===== config.mk =====
export PLATFORM = sky130hd
export DESIGN_NAME = deser32
export DESIGN_NICKNAME = d
export VERILOG_FILES = /design/src/rtl/deser32.sv
export SDC_FILE = /design/constraint.sdc
export NUM_CORES = 1
export LEC_CHECK = 0
export CORE_ASPECT_RATIO = 1.2
export CORE_MARGIN = 8
export CORE_UTILIZATION = 51
export DETAILED_ROUTE_END_ITERATION = 12
export HOLD_SLACK_MARGIN = 0.12
export MAX_ROUTING_LAYER = met4
export PLACE_DENSITY = 0.85
export SYNTH_ARGS = -nofsm -noshare
export SYNTH_HDL_FRONTEND = slang
export SYNTH_SLANG_ARGS = --single-unit

===== constraint.sdc =====
create_clock -name clk -period 2.35 [get_ports clk]
set_clock_uncertainty 0.2 [all_clocks]
set_input_delay 0.235 -clock clk [delete_from_list [all_inputs] [get_ports clk]]
set_output_delay 0.235 -clock clk [all_outputs]
set_load 0.05 [all_outputs]

===== src/rtl/deser32.sv =====
// Serial-to-parallel converter: one bit per clock, a registered
// WIDTH-bit word and a one-cycle valid strobe when a word is complete.
module deser32 #(
    parameter int WIDTH     = 32,
    parameter bit MSB_FIRST = 1'b1
) (
    input  logic             clk,
    input  logic             rst,
    input  logic             data_in,
    output logic [WIDTH-1:0] data_out,
    output logic             data_valid
);

    localparam int CW = $clog2(WIDTH);

    logic [WIDTH-1:0] shift_q;
    logic [WIDTH-1:0] shift_d;
    logic [CW-1:0]    cnt_q;
    logic [CW-1:0]    cnt_d;
    logic             last;

    assign last = (cnt_q == CW'(WIDTH - 1));

    // Next shift value already holds the bit sampled on this edge,
    // so it doubles as the completed word on the last bit.
    always_comb begin
        shift_d = MSB_FIRST ? {shift_q[WIDTH-2:0], data_in}
                            : {data_in, shift_q[WIDTH-1:1]};
        cnt_d   = last ? '0 : cnt_q + CW'(1);
    end

    always_ff @(posedge clk or posedge rst) begin
        if (rst) begin
            shift_q    <= '0;
            cnt_q      <= '0;
            data_out   <= '0;
            data_valid <= 1'b0;
        end else begin
            shift_q    <= shift_d;
            cnt_q      <= cnt_d;
            data_valid <= last;
            if (last) begin
                data_out <= shift_d;
            end
        end
    end

endmodule


==> results of run 1 <==
## stage by stage
stage | instance area (um2) | util, %
final | 2864 | 67.72
after global routing | 2864 | 67.72
after CTS | 2864 | 67.72
after detailed placement | 2640 | 62.43
after global placement | 2640 | 62.43
after floorplan | 2233 | -
## where the power goes
part           internal [W]  switching [W]
registers           0.00124      0.0000300
clock network      0.000591       0.000421
logic             0.0000745       0.000145
total               0.00191       0.000596
## worst max-delay path: cells and delay by family, from the launching register on
kind,cells,cell delay [ns]
fa+ha+maj,2,0.40
buf+inv,1,0.33
flops,1,0.38
mux,1,0.39
simple gates,1,0.21
## final cells by class
cell class              count  area, um2
flip-flops and latches     69       1727
fillers                   302       1365
multi-input cells          43      454.2
repair buffers             39      395.4
clock buffers               9      123.9
clock inverters             7      90.09
well taps                  56      70.07
inverters                   1      3.754
## worst paths after layout
path | startpoint | to | depth (start not counted)
setup / recovery | cnt_q[0] | data_out[13] | 5
hold / removal | shift_q[19] | shift_q[20] | 0
setup reg to reg | cnt_q[0] | data_out[13] | 5
hold reg to reg | shift_q[19] | shift_q[20] | 0
max in group asynchronous | rst | data_out[18] | 4
min in group asynchronous | rst | data_out[7] | 3
## state kept, by name, summed over array words and instances (netlist names)
signal	count
shift_q	31
cnt_q	5
data_valid	1
data_out	32
## what timing repair did
item / CTS / global route
endpoints found under the hold margin: 15 / 0
hold buffers: 1 / 0
setup buffers: 0 / 0
## cell families (layout without fill, tap and decap cells)
kind of cell / count (synthesis) / in the layout
DFF: 69 / 69
and+or+nand+nor: 6 / 6
muxes: 33 / 33
xor gates and xnor gates: 1 / 1
adders and majority gates: 3 / 3
buffers and inverters: 5 / 56
## cells in the final DEF (no fill, tap or decap), drive strengths merged
master	netlist	layout
and3	1	1
buf	4	3
bufinv	0	2
clkbuf	0	9
clkdlybuf4s50	0	35
clkinv	0	3
clkinvlp	0	2
dfrtp	69	69
dlygate4sd3	0	1
ha	3	3
inv	1	1
mux2	33	33
nand3	1	1
nor2	3	3
nor2b	1	1
xnor2	1	1
## per-layer routing
| layer | routed length [um] | global-route usage (%) | up-vias | share of wire, % |
|---|---|---|---|---|
| met5 | 0 | - | - | 0 |
| met4 | 26 | 5.254 | 0 | 0.68 |
| met3 | 195 | 5.183 | 4 | 5.1 |
| met2 | 1977 | 21.06 | 27 | 52 |
| met1 | 1611 | 13.99 | 555 | 42 |
| li1 | - | - | 494 | - |
==> results.json, run 1 <==
{
  "tightest_slew_ns": 0.5425,
  "synth_fa_ha_area_share_pct": 1.681,
  "cp.arrival_ns": 2.06,
  "synth_top_family_by_area": "multiplexers",
  "die_x_um": 76.41,
  "cp_max_fo": 27,
  "die_y_um": 88.49,
  "cp.required_ns": 2.36,
  "synthTopCellsByCount": "69 x dfrtp_1, 31 x mux2_2, 3 x buf_6, 3 x ha_1, 3 x nor2_1",
  "worst_slack_ns": 0.3035,
  "drt-total-wl_mm": 3.811,
  "cts.htree.levels": 3,
  "area_growth_syn_to_layout_pct": 28.24,
  "setup_viol": 0,
  "synth-main-ff-cell": "dfrtp_1",
  "synth_mux_area_share_pct": 16.97,
  "postRouteAntennaNets": 0,
  "fp.dieArea_um2": 6762,
  "drt_iter0_drc": 40,
  "globalRouteTotalUtil_pct": 12.94,
  "synth.most_common_cell": "dfrtp_1",
  "port_buffers": 35,
  "clkSinkCount": 69,
  "cts_root_buffer": "clkbuf_8",
  "synth_area_um2": 2233,
  "finalHoldViolations": 0,
  "post-route-period-util_pct": 87.08,
  "synth-simple-area-share_pct": 1.289,
  "first_pass_iters": 3,
  "ys_types": 12,
  "antenna_found_initial": 0,
  "synth.net_count": 123,
  "async_flop_share_pct": 100.0,
  "crit_top_cell": "ha_1",
  "synth_top_area_share_pct": 77.31,
  "place_ws_ns": 0.3357,
  "ys_seq_area_share_pct": 77.31,
  "cts.path.max_buffers": 2,
  "drv_slew": 0,
  "synthCells": 117,
  "dp_cells": 207,
  "cp-start-kind": "flip-flop",
  "slowest_stage": "mux2_2",
  "fin_cells": 224,
  "worstSetupPathType": "reg2reg",
  "routabilityCongestion": 0.6461,
  "ios": 36,
  "initial_utilization_pct": 52.81,
  "slew_headroom_pct": 63.72,
  "end_kind": "flip-flop",
  "num_antenna_cells": 0,
  "synthXorXnorAreaFrac_pct": 0.3922,
  "syn-mean-instance-area_um2": 19.09,
  "synth-compound-area-share_pct": 0,
  "wl_per_cell_um": 17.01,
  "slowest_delay_ns": 0.39,
  "route.detailed.drc": 0,
  "cts_tree": "done",
  "clock_latency_ns": 0.33,
  "holdWs_ns": 0.1729,
  "vias": 1080,
  "grt-ovfl-total": 0,
  "layout-drive-gt1-share_pct": 31.55,
  "yosys_warnings": 0,
  "cap_violations": 0,
  "ir_drop_mv": 0.6577,
  "synth_area_leaders": "dfrtp_1 77%, mux2_2 16%, ha_1 1.7%",
  "power_w": 0.002504,
  "numCtsBuffers": 9,
  "grt_pass1_vias": 1290,
  "dp_hpwl_mm": 2.490,
  "rsz0062_at_grt": "false",
  "path_cells": "ha_1, and3_1, ha_1, buf_4, mux2_2",
  "core-area_um2": 4229,
  "grt_pass1_wl_mm": 6.486,
  "grt_max_degree": 55,
  "fmax_mhz": 488.6,
  "holdCritPathClass": "reg2reg",
  "status": "finished, final reports clean",
  "period_minus_slack_ns": 2.046,
  "viasPerCell": 4.821,
  "powerDensity_nw_per_um2": 874.3,
  "leakagePower_nw": 1.242,
  "cts_resized": 0,
  "cts.clk_slew.worst_paths_ns": 0.07,
  "synth_edf_count": 0,
  "fin_setup_tns_ns": 0,
  "synth.ff_latch_count": 69,
  "rows": 26,
  "final_nets": 169,
  "reg2reg_slack_ns": 0.30,
  "synth_top_area_cell": "dfrtp_1"
}
Power figures use the tool's default switching activity.
==> run 2, diff against run 1 <==
Settings changed: ABC_AREA from default to 0, CORE_ASPECT_RATIO 1.2 to default.
==> run 2 against run 1 <==
Effect of this change:
- global-route usage is 0.62 points higher
- final cell count is 1.3% lower
- wire length is 1.3% lower
- clock power is 6% lower
- non-clock buffer count is 1 higher
- die area is 0.13% lower
- sequential share of layout area is 0.50 points higher
- register-to-register slack better by 0.12 ns
- total power is 2.8% lower
- design area is 0.83% lower
- fmax is 4.7% higher
- utilization is 1.6 points lower
- largest cell class unchanged
==> results.json, run 2 (synthesized netlist as in run 1, its figures left out) <==
{
  "status": "finished, final reports clean",
  "wl_per_cell_um": 17.02,
  "ios": 36,
  "grt_max_degree": 28,
  "setup_viol": 0,
  "globalRouteTotalUtil_pct": 13.56,
  "cts.htree.levels": 3,
  "drt-total-wl_mm": 3.761,
  "clkSinkCount": 69,
  "cts_root_buffer": "clkbuf_8",
  "cp-start-kind": "flip-flop",
  "port_buffers": 35,
  "post-route-util_pct": 66.14,
  "grt_pass1_wl_mm": 6.361,
  "numCtsBuffers": 9,
  "powerDensity_nw_per_um2": 857.3,
  "fmax_mhz": 511.6,
  "cp.arrival_ns": 1.52,
  "mostFrequentLayoutCells": "69 x dfrtp_1, 35 x clkdlybuf4s50_1, 31 x mux2_2",
  "period_minus_slack_ns": 1.955,
  "slew_headroom_pct": 64.67,
  "reg_top3": "data_out: 32 flops, shift_q: 31 flops, cnt_q: 5 flops",
  "first_pass_iters": 3,
  "die_x_um": 82.18,
  "clock_latency_ns": 0.33,
  "viasPerCell": 4.946,
  "cp.required_ns": 1.91,
  "critical_path.top_delay_family": "buffers and inverters",
  "cap_violations": 0,
  "rsz0062_at_grt": "false",
  "holdWs_ns": 0.1745,
  "postRouteAntennaNets": 0,
  "slowest_delay_ns": 0.83,
  "finalHoldViolations": 0,
  "fin_setup_tns_ns": 0,
  "slowest_stage": "clkdlybuf4s50_1",
  "rows": 24,
  "end_kind": "output port",
  "area_growth_syn_to_layout_pct": 27.17,
  "cts.clk_slew.worst_paths_ns": 0.07,
  "vias": 1093,
  "tightest_slew_ns": 0.5284,
  "cts.path.max_buffers": 2,
  "cts_tree": "done",
  "final_nets": 170,
  "grt_pass1_vias": 1238,
  "routabilityCongestion": 0.6712,
  "grt-ovfl-total": 0,
  "fp.dieArea_um2": 6753,
  "cts_resized": 0,
  "layout_commonest_cell": "dfrtp_1",
  "initial_utilization_pct": 52.01,
  "regMostFlops": "data_out",
  "die_y_um": 82.18,
  "drt_iter0_drc": 47,
  "post-route-period-util_pct": 83.18,
  "cp_max_fo": 2,
  "largest_register_ffs": 32,
  "dp_hpwl_mm": 2.479,
  "core-area_um2": 4294,
  "crit_buf_inv": 1,
  "num_antenna_cells": 0,
  "holdCritPathClass": "reg2reg",
  "ir_drop_mv": 0.4550,
  "drv_slew": 0,
  "worstSetupPathType": "reg2out",
  "fillCellCount": 301,
  "antenna_found_initial": 0,
  "route.detailed.drc": 0,
  "reg2reg_slack_ns": 0.42,
  "path_cells": "clkdlybuf4s50_1",
  "leakagePower_nw": 1.232,
  "layout-drive-gt1-share_pct": 31.95
}
-- run 2: metrics by stage --
stage	total power (W)	instances	setup slack (ns)	instance area, um2
finish	0.002435	221	0.3953	2840
global route	0.002548	221	0.2767	2840
CTS	0.002469	221	0.3538	2840
floorplan	0.001429	117	0.1751	2233
global placement	0.001507	204	0.5056	2630
detailed placement	0.001514	204	0.4116	2630
-- run 2: worst paths after layout --
check | start | endpoint | cells after the start
max | data_out[13] | data_out[13] | 1
min | shift_q[10] | shift_q[11] | 0
max reg2reg | cnt_q[0] | data_out[11] | 5
min reg2reg | shift_q[10] | shift_q[11] | 0
max in group asynchronous | rst | shift_q[28] | 4
min in group asynchronous | rst | data_out[11] | 3
-- run 2: what timing repair did --
action                                 4_1_cts  5_1_grt
endpoints found under the hold margin       25        0
hold buffers                                 1        0
setup buffers                                0        0
-- run 2: per-layer routing --
layer	GRT usage, %	wire [um]
met5	-	0
met4	6.316	76
met3	5.844	199
met2	19.49	1919
met1	16.18	1566
-- run 2: power by group --
group | internal [W] | switching, W
registers | 0.00124 | 0.0000292
clock network | 0.000514 | 0.000432
logic | 0.0000733 | 0.000144
total | 0.00183 | 0.000605
-- run 2: final cells by class --
class | instances | area [um2] | area share (%)
inverter | 1 | 3.754 | 0.1322
timing repair buffer | 40 | 390.4 | 13.74
multi-input combinational | 43 | 454.2 | 15.99
clock inverter | 6 | 62.56 | 2.203
tap | 52 | 65.06 | 2.291
clock buffer | 10 | 137.6 | 4.846
sequential | 69 | 1727 | 60.79
